==> src/rtl/spi_arb.sv <==
`default_nettype none
// ============================================================================
// Module   : spi_arb
// Purpose  : Two-requester round-robin arbiter in front of a 16-bit SPI
//            master (mode 3: CPOL=1, CPHA=1). One accepted request becomes
//            one chip-select frame. The word shifted in on spi_miso is
//            returned on the response port, tagged with the requester index.
// Revision : 1.0 - initial release
// ----------------------------------------------------------------------------
// Parameters
//   SCK_HALF  SCK half-period in clk_sys cycles (1..15)
//   GAP       minimum spi_csn-high cycles between frames (1..15)
// Ports
//   clk_sys              in   system clock, rising edge
//   rst                  in   synchronous active-high reset
//   req0_vld/req0_data   in   requester 0 frame request / tx word
//   req0_rdy             out  requester 0 accept pulse (IDLE only)
//   req1_vld/req1_data   in   requester 1 frame request / tx word
//   req1_rdy             out  requester 1 accept pulse (IDLE only)
//   rsp_vld              out  one-cycle frame-complete pulse
//   rsp_id               out  requester that owned the completed frame
//   rsp_data             out  received word, first bit in MSB
//   busy                 out  high when not IDLE
//   spi_csn/sck/mosi     out  registered SPI master outputs
//   spi_miso             in   SPI slave data
// ============================================================================
module spi_arb #(
  parameter int SCK_HALF = 5,
  parameter int GAP      = 4
) (
  input  logic        clk_sys,
  input  logic        rst,
  input  logic        req0_vld,
  input  logic [15:0] req0_data,
  output logic        req0_rdy,
  input  logic        req1_vld,
  input  logic [15:0] req1_data,
  output logic        req1_rdy,
  output logic        rsp_vld,
  output logic        rsp_id,
  output logic [15:0] rsp_data,
  output logic        busy,
  output logic        spi_csn,
  output logic        spi_sck,
  output logic        spi_mosi,
  input  logic        spi_miso
);

  typedef enum logic [2:0] {
    S_IDLE  = 3'd0,
    S_SETUP = 3'd1,
    S_SHIFT = 3'd2,
    S_HOLD  = 3'd3,
    S_GAP   = 3'd4
  } state_t;

  localparam logic [3:0] C_HALF_LAST = 4'(SCK_HALF - 1);
  localparam logic [3:0] C_GAP_LAST  = 4'(GAP - 1);
  localparam logic [4:0] C_LAST_HALF = 5'd31;

  state_t      r_state, w_state_nxt;
  logic [3:0]  r_cnt, w_cnt_nxt;
  // Index of the current SCK half-period inside SHIFT: even = low, odd = high
  logic [4:0]  r_half, w_half_nxt;
  logic [15:0] r_tx, w_tx_nxt;
  logic [15:0] r_rx, w_rx_nxt;
  logic        r_id, w_id_nxt;
  logic        r_last_id, w_last_id_nxt;
  logic        r_csn, w_csn_nxt;
  logic        r_sck, w_sck_nxt;
  logic        r_mosi, w_mosi_nxt;
  logic        r_rsp_vld, w_rsp_vld_nxt;
  logic        r_rsp_id, w_rsp_id_nxt;
  logic [15:0] r_rsp_data, w_rsp_data_nxt;

  logic        w_gnt0;
  logic        w_gnt1;
  logic [15:0] w_sel_data;
  logic        w_half_end;

  // --------------------------------------------------------------------------
  // Arbitration: only in IDLE and never during reset. On contention the
  // requester that was not granted last wins.
  // --------------------------------------------------------------------------
  always_comb begin
    w_gnt0 = 1'b0;
    w_gnt1 = 1'b0;
    if (!rst && (r_state == S_IDLE)) begin
      if (req0_vld && (!req1_vld || r_last_id)) begin
        w_gnt0 = 1'b1;
      end else if (req1_vld) begin
        w_gnt1 = 1'b1;
      end
    end
  end

  assign w_sel_data = w_gnt1 ? req1_data : req0_data;
  assign w_half_end = (r_cnt == C_HALF_LAST);

  // --------------------------------------------------------------------------
  // Next-state and next-output logic. The SPI pins are computed one cycle
  // ahead and registered, so every pin value seen in a cycle belongs to the
  // state held in that cycle.
  // --------------------------------------------------------------------------
  always_comb begin
    w_state_nxt    = r_state;
    w_cnt_nxt      = r_cnt;
    w_half_nxt     = r_half;
    w_tx_nxt       = r_tx;
    w_rx_nxt       = r_rx;
    w_id_nxt       = r_id;
    w_last_id_nxt  = r_last_id;
    w_csn_nxt      = r_csn;
    w_sck_nxt      = r_sck;
    w_mosi_nxt     = r_mosi;
    w_rsp_vld_nxt  = 1'b0;
    w_rsp_id_nxt   = r_rsp_id;
    w_rsp_data_nxt = r_rsp_data;

    case (r_state)
      S_IDLE: begin
        if (w_gnt0 || w_gnt1) begin
          w_state_nxt   = S_SETUP;
          w_cnt_nxt     = 4'd0;
          w_id_nxt      = w_gnt1;
          w_last_id_nxt = w_gnt1;
          w_tx_nxt      = w_sel_data;
          w_csn_nxt     = 1'b0;
          w_sck_nxt     = 1'b1;
          w_mosi_nxt    = w_sel_data[15];
        end
      end

      S_SETUP: begin
        if (w_half_end) begin
          // First falling edge: bit 15 is already on mosi, so no shift here
          w_state_nxt = S_SHIFT;
          w_cnt_nxt   = 4'd0;
          w_half_nxt  = 5'd0;
          w_sck_nxt   = 1'b0;
        end else begin
          w_cnt_nxt = r_cnt + 4'd1;
        end
      end

      S_SHIFT: begin
        if (w_half_end) begin
          w_cnt_nxt = 4'd0;
          if (r_half == C_LAST_HALF) begin
            // sck is already high after the 16th rising edge
            w_state_nxt = S_HOLD;
          end else begin
            w_half_nxt = r_half + 5'd1;
            w_sck_nxt  = ~r_half[0];
            if (!r_half[0]) begin
              // sck rising: capture the slave bit
              w_rx_nxt = {r_rx[14:0], spi_miso};
            end else begin
              // sck falling (never the first one): present the next bit
              w_tx_nxt   = {r_tx[14:0], 1'b0};
              w_mosi_nxt = r_tx[14];
            end
          end
        end else begin
          w_cnt_nxt = r_cnt + 4'd1;
        end
      end

      S_HOLD: begin
        if (w_half_end) begin
          w_state_nxt    = S_GAP;
          w_cnt_nxt      = 4'd0;
          w_csn_nxt      = 1'b1;
          w_sck_nxt      = 1'b1;
          w_mosi_nxt     = 1'b0;
          w_rsp_vld_nxt  = 1'b1;
          w_rsp_id_nxt   = r_id;
          w_rsp_data_nxt = r_rx;
        end else begin
          w_cnt_nxt = r_cnt + 4'd1;
        end
      end

      S_GAP: begin
        if (r_cnt == C_GAP_LAST) begin
          w_state_nxt = S_IDLE;
          w_cnt_nxt   = 4'd0;
        end else begin
          w_cnt_nxt = r_cnt + 4'd1;
        end
      end

      default: begin
        w_state_nxt = S_IDLE;
        w_cnt_nxt   = 4'd0;
        w_csn_nxt   = 1'b1;
        w_sck_nxt   = 1'b1;
        w_mosi_nxt  = 1'b0;
      end
    endcase
  end

  // --------------------------------------------------------------------------
  // State and output registers
  // --------------------------------------------------------------------------
  always_ff @(posedge clk_sys) begin
    if (rst) begin
      r_state    <= S_IDLE;
      r_cnt      <= 4'd0;
      r_half     <= 5'd0;
      r_tx       <= 16'd0;
      r_rx       <= 16'd0;
      r_id       <= 1'b0;
      r_last_id  <= 1'b1;
      r_csn      <= 1'b1;
      r_sck      <= 1'b1;
      r_mosi     <= 1'b0;
      r_rsp_vld  <= 1'b0;
      r_rsp_id   <= 1'b0;
      r_rsp_data <= 16'd0;
    end else begin
      r_state    <= w_state_nxt;
      r_cnt      <= w_cnt_nxt;
      r_half     <= w_half_nxt;
      r_tx       <= w_tx_nxt;
      r_rx       <= w_rx_nxt;
      r_id       <= w_id_nxt;
      r_last_id  <= w_last_id_nxt;
      r_csn      <= w_csn_nxt;
      r_sck      <= w_sck_nxt;
      r_mosi     <= w_mosi_nxt;
      r_rsp_vld  <= w_rsp_vld_nxt;
      r_rsp_id   <= w_rsp_id_nxt;
      r_rsp_data <= w_rsp_data_nxt;
    end
  end

  assign req0_rdy = w_gnt0;
  assign req1_rdy = w_gnt1;
  assign rsp_vld  = r_rsp_vld;
  assign rsp_id   = r_rsp_id;
  assign rsp_data = r_rsp_data;
  assign busy     = (r_state != S_IDLE);
  assign spi_csn  = r_csn;
  assign spi_sck  = r_sck;
  assign spi_mosi = r_mosi;

endmodule
`default_nettype wire

==> config.mk <==
export PLATFORM = sky130hd
export DESIGN_NAME = spi_arb
export DESIGN_NICKNAME = d
export VERILOG_FILES = /design/src/rtl/spi_arb.sv
export SDC_FILE = /design/constraint.sdc
export NUM_CORES = 1
export LEC_CHECK = 0
export ABC_CLOCK_PERIOD_IN_PS = 5900
export BUFFER_PORTS_ARGS = -buffer_cell sky130_fd_sc_hd__buf_2
export CORE_MARGIN = 8
export CORE_UTILIZATION = 35
export CTS_CLUSTER_SIZE = 16
export DETAILED_ROUTE_END_ITERATION = 8
export SLEW_MARGIN = 15
export SYNTH_ARGS = -nofsm -noshare
export SYNTH_HDL_FRONTEND = slang
export SYNTH_SLANG_ARGS = --single-unit
==> constraint.sdc <==
create_clock -name clk_sys -period 5.9 [get_ports clk_sys]
set_clock_uncertainty 0.05 [all_clocks]
set_input_delay 0.295 -clock clk_sys [delete_from_list [all_inputs] [get_ports clk_sys]]
set_output_delay 0.295 -clock clk_sys [all_outputs]
set_load 0.1 [all_outputs]
After elaboration in Yosys (flattened, before gate mapping)
Cells that the tools add are included.
{ "word_totals": {"ff_bits": 66, "latchBits": 0, "mem_bits_rw": 0, "mem_bits_ro": 0, "in_bits": 37, "wordCells": 99, "mem_count": 0} }
{ "classes": {"addsub": 2, "n_mul": 0, "n_div": 0, "magnitude_cmp": 0, "eq_ne": 15, "n_shift": 0, "n_mux": 40, "bitwise_logic": 6, "n_reduce_logical": 23} }
{ "op_table": {"columns": ["cell", "n"], "rows": [
  ["$mux W15", 4],
  ["$pmux W15 S2", 1],
  ["$mux W3", 6],
  ["$reduce_and A6 Y1", 3],
  ["$mux W1", 16],
  ["$mux W16", 1],
  ["$mux W5", 3],
  ["$pmux W3 S5", 1],
  ["$ne A2 B2 Y1 const B", 7],
  ["$mux W4", 3],
  ["$pmux W4 S3", 1],
  ["$pmux W5 S2", 1],
  ["$reduce_and A4 Y1", 2],
  ["$eq A3 B2 Y1 const B", 2],
  ["$not A1 Y1", 6],
  ["$reduce_or A3 Y1", 2],
  ["$add A5 B1 Y5 const B", 1],
  ["$eq A5 B5 Y1 const B", 1],
  ["$pmux W1 S5", 1],
  ["$reduce_and A5 Y1", 1],
  ["$add A4 B1 Y4 const B", 1],
  ["$eq A4 B2 Y1 const B", 1],
  ["$eq A4 B3 Y1 const B", 1],
  ["$pmux W1 S4", 1],
  ["13 further kinds", 19]
]} }

Depth between registers and ports, before layout
{ "depth": {"depth_word": 8, "depth_mapped": 9, "depth_no_buf": 7} }

Worst setup path after synthesis
No wires, ideal clock.
{ "synth_timing": {"path_type": "register -> register", "from": "reg r_state[0]", "to": "reg r_tx[0]", "setup_time_ps": 117, "arrival_time_ps": 3021, "required_ps": 5733, "setup_slack_ps": 2711, "stages_incl_launch_ff": 5, "synth_period_minus_slack_ps": 3189, "path_cell_list": "dfxtp_1 -> or4_1 -> nor2_1 -> mux2_2 -> a32o_1"} }
{ "synth_via": {"elab_chain_cells": 6, "elab_cells_between_ends": 15} }
{ "synth_lines": {"columns": ["item", "line", "source"], "rows": [
  ["start: declaration", "61", "state_t r_state, w_state_nxt;"],
  ["start signal: assignment", "222", "r_state <= w_state_nxt;"],
  ["$logic_not A3 Y1 (*)", "88", "if (!rst && (r_state == S_IDLE)) begin"],
  ["$logic_and A1 B1 Y1 (*)", "88", null],
  ["$mux W1 (*)", "88", null],
  ["net req1_rdy", "38", "output logic req1_rdy,"],
  ["$mux W16 / $logic_or A1 B1 Y1 (equally long branches)", "97, 122", null],
  ["$mux W15 / $ne A2 B1 Y1 (equally long branches)", null, null],
  ["$pmux W15 S2 / $reduce_and A5 Y1 (equally long branches)", null, null],
  ["end signal: assignment", "225", "r_tx <= w_tx_nxt;"],
  ["end: declaration", "65", "logic [15:0] r_tx, w_tx_nxt;"]
]} }
Mark *: on every way through the listed nets, which the timed path passes. The rest lies on a longest branch. The select of a mux whose other input is x is not followed.
A chain may end at the register's enable or synchronous reset.

Worst setup path in the final report
{ "layout_timing": {"from": "reg r_state[0]", "to": "out req1_rdy"} }
{ "layout_via": {"elab_chain_cells": 3} }
{ "layout_lines": {"columns": ["item", "line"], "rows": [
  ["$logic_not A3 Y1", "88"],
  ["$logic_and A1 B1 Y1", "88"],
  ["$mux W1", "88"],
  ["end: declaration", "38"]
]} }
Every way passes these cells.

==> flow_summary.ini <==
[clocking]
cts.sinks = 66
clockBufferDepth = 2
post_cts_resized = 0
postCtsSetupBuffers = 0
numCtsBuffers = 9
clock_latency_ns = 0.33
cts_hold_buf = 0
htreeDepth = 3
tritoncts = done
cts.clk_slew.worst_paths_ns = 0.07
clockRootBuffer = clkbuf_8

[timing]
fmax_mhz = 351
post-route-period-util = 0.482
rsz0062_at_grt = false
whs_ns = 0.156
slew_viol_final = 0
timing_worst_slew_pin_value_ns = 1.03
setup_viol = 0
max_slew_margin = 0.310
final.setup.tns_ns = 0
final-hold-violation-count = 0
period_needed_ns = 2.85

[global_route]
use_met1 = 0.159
grt_pass1_wl_mm = 12.4
met2_usage = 0.203
grt.busiest_layer = met2
antenna_found_initial = 0
grt_max_degree = 55
grt-ovfl-total = 0
met3_usage = 0.0473
grt_pass1_vias = 2648
grt_usage = 0.129

[pwr]
power_frac_clock = 0.340
vdd_ir_drop_max_v = 0.000169
netSwitchingPower_mw = 0.402
internal_power_mw = 0.826
combPwrFrac = 0.241
leakagePower_nw = 1.36
power_density_mw_per_mm2 = 341
switching_share = 0.328
seqPwrFrac = 0.419

[cells_and_area]
drive_gt1_frac = 0.212
nets = 456
n_fill_cell = 854
syn2layout_area_growth_pct = 18.7
diodes = 0
fin_util = 0.421

[yosys]
yosys_warnings = 0
synth_flop_cell = dfxtp_1
synth-seq-cells = 66
synth_edf_count = 0
synth_most_common_cell = nand2_1
synthArstFlopShare = 0
syn_nets = 409
netlist_instances = 368
yosys.cell_types.count = 55
synth_largest_area_cell = dfxtp_1
synth_commonest_cells = nand2_1, dfxtp_1, a21oi_1
synthTopCellsByArea = dfxtp_1, nand2_1, a21oi_1, nand3_1, a32o_1
seq_area_frac_synth = 0.435
synth_top_area_frac = 0.435
syn_avg_cell_area_um2 = 8.25
synth_area_mm2 = 0.00303

[floorplanning]
start_util = 0.355
dieArea_mm2 = 0.0119
die_h_um = 109
ioPinCount = 61
row_count = 34
core_mm2 = 0.00855
die_w_um = 109

[routing]
via_count = 2791
drc = 0
drtPass1Iterations = 4
drtIter0Drc = 154
post_drt_wl_per_cell_um = 14.3
drt-vias-per-instance = 5.29
wl_mm = 7.54
ant_nets = 0

[run]
maxCapViolCount = 0

[setup_path]
worstPathArrival_ns = 2.50
crit_path_max_fanout = 17
path_class = reg2out
cp-start-kind = flip-flop
cp.required_ns = 5.56
critPathCaptureType = output pin

[outcome]
run_status = complete, no violations

[place]
dp_hpwl_mm = 5.14
portBuffers = 60
gp_congestion = 0.766

[hold_path]
hp-class = in2reg
==> routing by layer <==
layer	up-vias	wire [µm]
met3	7	809
li1	1411	-
met4	0	68
met1	1276	3420
met2	97	3240
met5	-	0
==> state kept, by name, summed over array words and instances, names as in the netlist <==
name	cells
r_rx	16
rsp_data	16
r_tx	15
r_half	5
r_cnt	4
r_state	3
r_id	1
r_last_id	1
rsp_id	1
rsp_vld	1
spi_csn	1
spi_mosi	1
spi_sck	1
==> cell usage in the layout, fill, tap and decap left out, types with 10 or more instances in the layout <==
master	count
nand2_1	71
a21oi_1	41
nor2_1	12
nand2b_1	16
a32o_1	15
dfxtp_1	66
clkbuf_8	10
nand3_1	35
buf_2	60
o21ai_0	18
==> metrics by stage <==
step	worst slack (ns)	instances	total power, mW	instance area [µm²]
final	3.05	528	1.23	3600
after global routing	2.91	528	1.29	3600
after CTS	2.78	528	1.24	3590
after detailed placement	2.98	512	0.817	3370
after global placement	3.07	512	0.813	3370
after floorplan	2.71	368	0.754	3030
==> worst max-delay path, cell delays in order (launching register included) <==
cell and delay [ns]:
dfxtp_1 0.51, or4_1 0.84, nor2_1 0.32, buf_2 0.49
==> power by group through the flow <==
stage | registers, mW | logic [mW] | clock network (mW)
3_3_place_gp | 0.523 | 0.291 | 0
3_5_place_dp | 0.523 | 0.294 | 0
6_report | 0.515 | 0.296 | 0.417
4_1_cts | 0.514 | 0.294 | 0.427
5_1_grt | 0.521 | 0.320 | 0.449
2_1_floorplan | 0.560 | 0.194 | 0
==> cells by family after synthesis <==
| kind of cell | synth area share |
|---|---|
| buffers and inverters | 0.0449 |
| AND/OR/NAND/NOR | 0.273 |
| multiplexers | 0.00701 |
| adder cells (fa/ha/maj) | 0.0198 |
| AO/OA/AOI/OAI | 0.217 |
| XOR/XNOR | 0.00289 |
| flip-flops | 0.435 |
==> path summary, 6_finish.rpt <==
check                            startpoint     endpoint  slack [ns]  cells after the start
worst max-delay path             r_state[0]     req1_rdy        3.05                      3
worst max register to register    r_half[0]      r_rx[2]        3.19                      7
worst min register to register  rsp_data[4]  rsp_data[4]        0.40                      2
worst min-delay path               spi_miso      r_rx[0]        0.16                      3
==> area by class of cell <==
cell class	instances	area, µm²	area share
multi-input cells	269	1590	0.440
flip-flops and latches	66	1320	0.367
repair buffers	62	315	0.0875
clock buffers	11	141	0.0392
well taps	108	135	0.0375
clock inverters	5	77.6	0.0215
inverters	7	26.3	0.00729
Note: power is estimated with default switching activity, not from simulation.
